<file path="src/rtl/alu_pkg.sv">
// alu_pkg -- shared types for the multi-cycle ALU.
//   alu_op_e      : 4-bit operation code; codes above OP_LAST_LEGAL are illegal
//   alu_state_e   : control FSM states
//   is_shift_op() : true for SLL/SRL/SRA
package alu_pkg;

  typedef enum logic [3:0] {
    OP_ADD  = 4'd0,
    OP_SUB  = 4'd1,
    OP_AND  = 4'd2,
    OP_OR   = 4'd3,
    OP_XOR  = 4'd4,
    OP_SLL  = 4'd5,
    OP_SRL  = 4'd6,
    OP_SRA  = 4'd7,
    OP_SLT  = 4'd8,
    OP_SLTU = 4'd9,
    OP_MUL  = 4'd10
  } alu_op_e;

  typedef enum logic [1:0] {
    ST_IDLE = 2'd0,
    ST_CALC = 2'd1,
    ST_DONE = 2'd2
  } alu_state_e;

  localparam logic [3:0] OP_LAST_LEGAL = 4'd10;

  function automatic logic is_shift_op(input logic [3:0] op);
    return (op == OP_SLL) || (op == OP_SRL) || (op == OP_SRA);
  endfunction

endpackage

</file>
<file path="src/rtl/alu_mc_iter.sv">
// alu_iter_unit -- iterative shift / shift-add multiply datapath with step counter.
//   clk, reset   : clock, async active-low reset
//   start_i      : load operands and arm the counter (shamt or WIDTH steps)
//   op_i         : SLL/SRL/SRA/MUL
//   a_i, b_i     : operands (b_i low SHW bits are the shift amount)
//   done_o       : this cycle performs the final step
//   res_o        : value produced by the step taken this cycle
module alu_iter_unit
  import alu_pkg::*;
#(
  parameter int WIDTH = 32,
  parameter int SHW   = $clog2(WIDTH)
) (
  input  logic             clk,
  input  logic             reset,
  input  logic             start_i,
  input  logic [3:0]       op_i,
  input  logic [WIDTH-1:0] a_i,
  input  logic [WIDTH-1:0] b_i,
  output logic             done_o,
  output logic [WIDTH-1:0] res_o
);

  // One extra counter bit so a full WIDTH-step multiply does not wrap.
  logic [SHW:0]       cnt_q, cnt_d;
  logic               run_q, run_d;
  logic [3:0]         op_q, op_d;
  logic [WIDTH-1:0]   acc_q, acc_d;
  logic [WIDTH-1:0]   mcand_q, mcand_d;
  logic [WIDTH-1:0]   mplr_q, mplr_d;
  logic [WIDTH-1:0]   acc_step;

  always_comb begin
    acc_step = acc_q;
    case (op_q)
      OP_SLL:  acc_step = {acc_q[WIDTH-2:0], 1'b0};
      OP_SRL:  acc_step = {1'b0, acc_q[WIDTH-1:1]};
      OP_SRA:  acc_step = {acc_q[WIDTH-1], acc_q[WIDTH-1:1]};
      OP_MUL:  acc_step = acc_q + (mplr_q[0] ? mcand_q : '0);
      default: acc_step = acc_q;
    endcase
  end

  always_comb begin
    run_d   = run_q;
    cnt_d   = cnt_q;
    op_d    = op_q;
    acc_d   = acc_q;
    mcand_d = mcand_q;
    mplr_d  = mplr_q;
    if (start_i) begin
      run_d = 1'b1;
      op_d  = op_i;
      if (op_i == OP_MUL) begin
        acc_d   = '0;
        mcand_d = a_i;
        mplr_d  = b_i;
        cnt_d   = (SHW+1)'(WIDTH);
      end else begin
        acc_d = a_i;
        cnt_d = {1'b0, b_i[SHW-1:0]};
      end
    end else if (run_q) begin
      acc_d   = acc_step;
      mcand_d = {mcand_q[WIDTH-2:0], 1'b0};
      mplr_d  = {1'b0, mplr_q[WIDTH-1:1]};
      cnt_d   = cnt_q - (SHW+1)'(1);
      if (cnt_q == (SHW+1)'(1)) run_d = 1'b0;
    end
  end

  always_ff @(posedge clk or negedge reset) begin
    if (!reset) begin
      run_q   <= 1'b0;
      cnt_q   <= '0;
      op_q    <= '0;
      acc_q   <= '0;
      mcand_q <= '0;
      mplr_q  <= '0;
    end else begin
      run_q   <= run_d;
      cnt_q   <= cnt_d;
      op_q    <= op_d;
      acc_q   <= acc_d;
      mcand_q <= mcand_d;
      mplr_q  <= mplr_d;
    end
  end

  assign done_o = run_q && (cnt_q == (SHW+1)'(1));
  assign res_o  = acc_step;

endmodule

</file>
<file path="src/rtl/alu_mc.sv">
// alu_mc -- multi-cycle ALU with valid/ready in and out.
//   in_valid_i/in_ready_o   : request handshake (a_i, b_i, alu_op_i sampled at accept)
//   out_valid_o/out_ready_i : result handshake; result held until consumed
//   result_o, zero_o, illegal_o : registered result and flags
//   busy_o                  : request accepted, result not yet delivered
// Single-cycle ops resolve at accept; MUL and nonzero iterative shifts run
// in alu_iter_unit.
module alu_mc
  import alu_pkg::*;
#(
  parameter int  WIDTH      = 32,
  parameter int  SHIFT_ITER = 1,
  localparam int SHW        = $clog2(WIDTH)
) (
  input  logic             clk,
  input  logic             reset,
  input  logic             in_valid_i,
  output logic             in_ready_o,
  input  logic [WIDTH-1:0] a_i,
  input  logic [WIDTH-1:0] b_i,
  input  logic [3:0]       alu_op_i,
  output logic             out_valid_o,
  input  logic             out_ready_i,
  output logic [WIDTH-1:0] result_o,
  output logic             zero_o,
  output logic             illegal_o,
  output logic             busy_o
);

  alu_state_e       state_q, state_d;
  logic [WIDTH-1:0] result_q, result_d;
  logic             zero_q, zero_d;
  logic             illegal_q, illegal_d;

  logic [SHW-1:0]   shamt;
  logic [WIDTH-1:0] sc_res;
  logic             need_iter;
  logic             iter_start;
  logic             iter_done;
  logic [WIDTH-1:0] iter_res;

  assign shamt = b_i[SHW-1:0];

  // Shift by zero always takes the single-cycle path.
  assign need_iter = (alu_op_i == OP_MUL) ||
                     ((SHIFT_ITER != 0) && is_shift_op(alu_op_i) && (shamt != '0));

  always_comb begin
    sc_res = '0;
    case (alu_op_i)
      OP_ADD:  sc_res = a_i + b_i;
      OP_SUB:  sc_res = a_i - b_i;
      OP_AND:  sc_res = a_i & b_i;
      OP_OR:   sc_res = a_i | b_i;
      OP_XOR:  sc_res = a_i ^ b_i;
      OP_SLL:  sc_res = a_i << shamt;
      OP_SRL:  sc_res = a_i >> shamt;
      OP_SRA:  sc_res = WIDTH'($signed(a_i) >>> shamt);
      OP_SLT:  sc_res = {{(WIDTH-1){1'b0}}, ($signed(a_i) < $signed(b_i))};
      OP_SLTU: sc_res = {{(WIDTH-1){1'b0}}, (a_i < b_i)};
      default: sc_res = '0;
    endcase
  end

  always_comb begin
    state_d    = state_q;
    result_d   = result_q;
    zero_d     = zero_q;
    illegal_d  = illegal_q;
    iter_start = 1'b0;
    case (state_q)
      ST_IDLE: begin
        if (in_valid_i) begin
          illegal_d = 1'b0;
          if (need_iter) begin
            iter_start = 1'b1;
            state_d    = ST_CALC;
          end else begin
            result_d  = sc_res;
            zero_d    = (sc_res == '0);
            illegal_d = (alu_op_i > OP_LAST_LEGAL);
            state_d   = ST_DONE;
          end
        end
      end
      ST_CALC: begin
        if (iter_done) begin
          result_d = iter_res;
          zero_d   = (iter_res == '0);
          state_d  = ST_DONE;
        end
      end
      ST_DONE: begin
        if (out_ready_i) state_d = ST_IDLE;
      end
      default: state_d = ST_IDLE;
    endcase
  end

  always_ff @(posedge clk or negedge reset) begin
    if (!reset) begin
      state_q   <= ST_IDLE;
      result_q  <= '0;
      zero_q    <= 1'b1;
      illegal_q <= 1'b0;
    end else begin
      state_q   <= state_d;
      result_q  <= result_d;
      zero_q    <= zero_d;
      illegal_q <= illegal_d;
    end
  end

  alu_iter_unit #(.WIDTH(WIDTH), .SHW(SHW)) u_iter (
    .clk     (clk),
    .reset   (reset),
    .start_i (iter_start),
    .op_i    (alu_op_i),
    .a_i     (a_i),
    .b_i     (b_i),
    .done_o  (iter_done),
    .res_o   (iter_res)
  );

  assign in_ready_o  = (state_q == ST_IDLE);
  assign busy_o      = (state_q != ST_IDLE);
  assign out_valid_o = (state_q == ST_DONE);
  assign result_o    = result_q;
  assign zero_o      = zero_q;
  assign illegal_o   = illegal_q;

endmodule

</file>
<file path="config.mk">
export PLATFORM = sky130hd
export DESIGN_NAME = alu_mc
export DESIGN_NICKNAME = d
export VERILOG_FILES = /design/src/rtl/alu_pkg.sv /design/src/rtl/alu_mc_iter.sv /design/src/rtl/alu_mc.sv
export SDC_FILE = /design/constraint.sdc
export NUM_CORES = 1
export LEC_CHECK = 0
export ABC_AREA = 1
export BUFFER_PORTS_ARGS = -buffer_cell sky130_fd_sc_hd__buf_2
export CORE_MARGIN = 10
export CORE_UTILIZATION = 58
export DETAILED_ROUTE_END_ITERATION = 6
export GPL_TIMING_DRIVEN = 0
export PLACE_DENSITY_LB_ADDON = 0.1
export SETUP_SLACK_MARGIN = 0.5
export SLEW_MARGIN = 30
export SYNTH_ARGS = -nofsm -noshare
export SYNTH_HDL_FRONTEND = slang
export SYNTH_HIERARCHICAL = 1
export SYNTH_SLANG_ARGS = --single-unit
</file>
<file path="constraint.sdc">
create_clock -name clk -period 3 [get_ports clk]
set_clock_uncertainty 0.05 [all_clocks]
set_input_delay 0 -clock clk [delete_from_list [all_inputs] [get_ports clk]]
set_output_delay 0 -clock clk [all_outputs]
set_load 0.03 [all_outputs]
</file>
==> run metrics, run 1 <==
Root Buffer=clkbuf_16; dpl hpwl=roughly 81000 µm; Post-Syn Area=between 20000 and 25000 µm²; register area share after synthesis=17.37%; antenna violations before repair=25; initial core utilization=59.23%; Num Clock Sinks=143; Bufs on Longest Clock Path=2; H-tree depth=4; placed cell areas=21850 µm²; Halt Stage=5_1_grt; largest net degree at the start of global routing=81; Die Height=about 210 µm; Cell Rows=68; post-GRT worst EP=zero_o$_DFFE_PN1P_/D; status=aborted with a tool error; syn_nets=3905; port bufs=~110; synthesized flop and latch total=143; total CTS buffers=17; grt ovf=6; WEP type=sequential cell input; All-Layer GR Usage=71.38%; main flop type after synthesis=dfrtp_1; Commonest cells post-synth=1225 x nand2_1, 533 x inv_1, 451 x nand3_1; Avg Cell Area, Syn=5.575 µm²; Synth area leader=nand2_1; YS warnings=6; Netlist cell types=between 50 and 60; top-area cell type share of the netlist area=22.31%; EDFF count, synth=0; Post-Synthesis Cells=3697; Err=[ERROR GRT-0232] Routing congestion too high. Check the congestion heatmap in the GUI.; Top Ports=109; die outline width=208.5 µm; count leader, synth=nand2_1; Area contributors post-synth=nand2_1 22%, dfrtp_1 17%, nand3_1 11%; share of synthesized registers carrying an async set or reset=100.0%; RePlAce Congestion=approximately 1.3
[per-stage QoR]
step	cells	setup WS [ns]
after detailed placement	4261	-0.6572
after floorplan	3697	0.2995
after global placement	4260	-0.6528
after CTS	4394	-0.004129
[repair_timing]
| action | in CTS |
|---|---|
| gates cloned | 2 |
| hold buffers | 70 |
| setup buffers | 29 |
| resized for setup | 308 |
| endpoints found under the hold margin | 217 |
| setup endpoints to repair | 128 |
| pin swaps | 84 |
[metal layers]
metal | global-route usage (%) | GRT overflow
met1 | 70.71 | 0
met2 | 82.29 | 5
met3 | 65.49 | 0
met4 | 65.11 | 1
met5 | 41.17 | 0
[cells by family after synthesis]
family	after synthesis	synth area share (%)
adder cells (fa/ha/maj)	136	8.365
XOR/XNOR	4	0.1700
AO/OA/AOI/OAI	526	14.89
multiplexers	1	0.04857
AND/OR/NAND/NOR	2162	44.62
flip-flops	143	17.37
buffers and inverters	725	14.53
==> run 2: changes to the inputs <==
Settings changed: CORE_UTILIZATION 58 to 40, PLACE_DENSITY_LB_ADDON 0.1 to 0.15, SETUP_SLACK_MARGIN 0.5 to unset.
Clock period 3 ns to 3.9 ns, I/O delays scaled along.
==> run 2 against run 1 <==
Effect of this change:
- the flow now finishes, with violations (design-rule violations)
- synthesized area stayed put
- synthesized cell count did not move
==> run metrics, run 2 <==
Switching Fraction=57.45%; CP delay by family, top=simple AND/OR/NAND/NOR gates; Reg power frac=19.2%; EDFF count, synth=0; Worst Reg-to-Reg Cells=20; Vias/cell=roughly 5.7; Gate power share=around 68%; Netlist cell types=58; Worst Hold Launch=out_ready_i; period utilization=96.71%; Commonest cells post-synth=1225 x nand2_1, 533 x inv_1, 451 x nand3_1; CP cell instances=dlygate4sd3_1 -> buf_2 -> buf_2 -> inv_2 -> buf_4 -> ha_1 -> buf_4 -> nand3_1 -> nand3_1 -> nand2_1 -> nand2_1 -> nand2_1 -> nand2_1 -> nand2_1 -> nand3_1 -> nand2_1 -> nor2_1 -> nand2_1 -> nor2_1 -> nand2_1 -> nor2_1 -> nand3_1 -> a21oi_1; main flop type after synthesis=dfrtp_1; Critical Path Slowest Stage Cell=dlygate4sd3_1; setup bufs post-CTS=0; WL final=114800 µm; Worst R2R Setup Slack=0.21 ns; Root Buffer=clkbuf_16; commonest non-fill, non-tap cell in the layout=nand2_1; pre-CTS WS=-0.2885 ns; crit-path max cell delay=0.54 ns; share of total power in the clock network=12.3%; total CTS buffers=17; Synth area leader=nand2_1; Post-Syn Area=20610 µm²; Area contributors post-synth=nand2_1 22%, dfrtp_1 17%, nand3_1 11%; synthesized flop and latch total=143; Worst-path clk slew=around 0.070 ns; area grow syn2layout=13.73%; Final Max Slew Viols=0; Num Clock Sinks=143; register area share after synthesis=17.37%; Post-Synthesis Cells=3697; Peak VDD IR=0.0003229 V; Finished Core Util=between 40% and 50%; max_cap viols=0; global-route wire length before repair=between 150000 and 200000 µm; initial core utilization=about two fifths; crit path DAT=about 4.2 ns; grt ovf=0; PwrDens=615.2 nW/µm²; most frequent cells in the layout=1225 x nand2_1, 532 x inv_1, 451 x nand3_1; port bufs=108; CTS tree=done; Clock Latency Late Sink=between 0.5 and 0.6 ns; Slew HR=between 30 and 40%; Pint=just over 6 mW; number of global-route vias before repair=24568; count leader, synth=nand2_1; largest net degree at the start of global routing=60; final worst slack=0.1281 ns; Bufs on Longest Clock Path=2; Worst Max-Slew Pin Slew=1.003 ns; Critical R2R Capture=zero_o; YS warnings=6; H-tree depth=4; Post-layout nets=4103; fmax=265.1 MHz; worst hold path class=input pin to register; CP bufs+invs=6; switching pwr=slightly above 8 mW; RePlAce Congestion=roughly 1.1; share of synthesized registers carrying an async set or reset=100.0%; Hold Path Sink=state_q[1]; r2r startpoint=u_iter/mplr_q[0]; static leakage=13.10 nW; antenna violations before repair=5; most numerous cell on the critical path=nand2_1; top-area cell type share of the netlist area=22.31%; Worst setup SP type=input pin; drt wl/cell=25.00 µm; Top Ports=about 110; Avg Cell Area, Syn=5.575 µm²; All-Layer GR Usage=roughly 37%; RSZ-0062 raised after global routing=false; DRC errors left=3; vias post-DR=26039; DR pass1 iterations=7; Worst Hold Path Cells=3; post-route ant nets=0; Cell Rows=83; die area=around 61000 µm²; required time worst endpoint=about 4.3 ns; min Tclk post-route=roughly 3.8 ns; DR iter-0 viols=2979; final instance area=around 23000 µm²; crit path capture type=register; dpl hpwl=94470 µm; syn_nets=3905; core footprint=51200 µm²; Die Height=around 250 µm; kind of critical path=input pin to register; placed cell areas=22070 µm²; CP Max Fanout=15; status=finished, violations left; Fill cells=5707; layout cells sized above 1=9.647%; die outline width=approximately 250 µm; Final Hold Fails=0; failing checks=design-rule violations; Final setup violation count=0
run 2: logic make-up (layout without fill, tap and decap cells):
kind of cell | Yosys count | after routing | share of synthesized area [%]
and+or+nand+nor | 2162 | 2162 | 44.62
other | 0 | 4 | 0
muxes | 1 | 1 | 0.04857
adders and majority gates | 136 | 136 | 8.365
buffers and inverters | 725 | 936 | 14.53
DFF | 143 | 143 | 17.37
xor gates and xnor gates | 4 | 4 | 0.1700
AOI/OAI and AO/OA | 526 | 526 | 14.89
run 2: final cells by class:
cell class	count	area [µm²]	share of cell area, %
Antenna cell	4	10.01	0.04270
Buffer	158	879.6	3.753
Clock buffer	19	432.9	1.847
Clock inverter	13	161.4	0.6886
Inverter	564	2122	9.053
Multi-Input combinational cell	2829	14070	60.01
Sequential cell	143	3581	15.28
Tap cell	680	850.8	3.630
Timing Repair Buffer	182	1336	5.701
run 2: repair_timing:
action                                  4_1_cts  5_1_grt
endpoints found under the setup margin        1       12
hold buffers                                 72        0
resized for setup                             3       22
gates cloned                                  0        0
endpoints found under the hold margin       184        0
pin swaps                                     0        1
run 2: tightest hold or removal path: stages:
cell,delay [ns]
dlygate4sd3_1,0.52
buf_2,0.10
o31ai_1,0.06
run 2: power by group through the flow:
stage	logic [mW]	clock network [mW]	registers, mW
floorplan	6.21	0	2.91
global placement	9.55	0	2.75
detailed placement	9.56	0	2.76
CTS	9.64	1.80	2.76
global route	10.8	1.85	2.85
finish	9.87	1.78	2.77
run 2: worst max-delay path by stage:
stage                startpoint  endpoint  slack (ns)  cells past startpoint
2_1_floorplan  u_iter/mplr_q[0]    zero_o        0.91                     21
3_3_place_gp   u_iter/mplr_q[0]    zero_o       -0.30                     21
3_5_place_dp   u_iter/mplr_q[0]    zero_o       -0.29                     19
4_1_cts                  b_i[3]    zero_o       0.005                     23
5_1_grt        u_iter/mplr_q[0]    zero_o        0.02                     20
6_report                 b_i[3]    zero_o        0.13                     23
run 2: per-stage QoR:
stage          hold WS, ns  std cells  TNS (ns)  total power [mW]
3_5_place_dp       -0.1511       4487   -0.2885             12.32
6_report            0.1622       4592         0             14.42
2_1_floorplan      -0.3456       3697         0             9.121
5_1_grt             0.1410       4588         0             15.51
3_3_place_gp        0.1389       4485   -0.2962             12.30
4_1_cts            0.08503       4590         0             14.19
run 2: layer usage:
layer / routed length [µm] / track usage, % / part of all wire, %
met1: 43900 / 43.60 / 38
met5: 13 / 0 / 0.011
met4: 9234 / 26.81 / 8.0
met2: 50930 / 58.67 / 44
met3: 10700 / 8.459 / 9.3
Note: power is estimated with default switching activity, not from simulation.
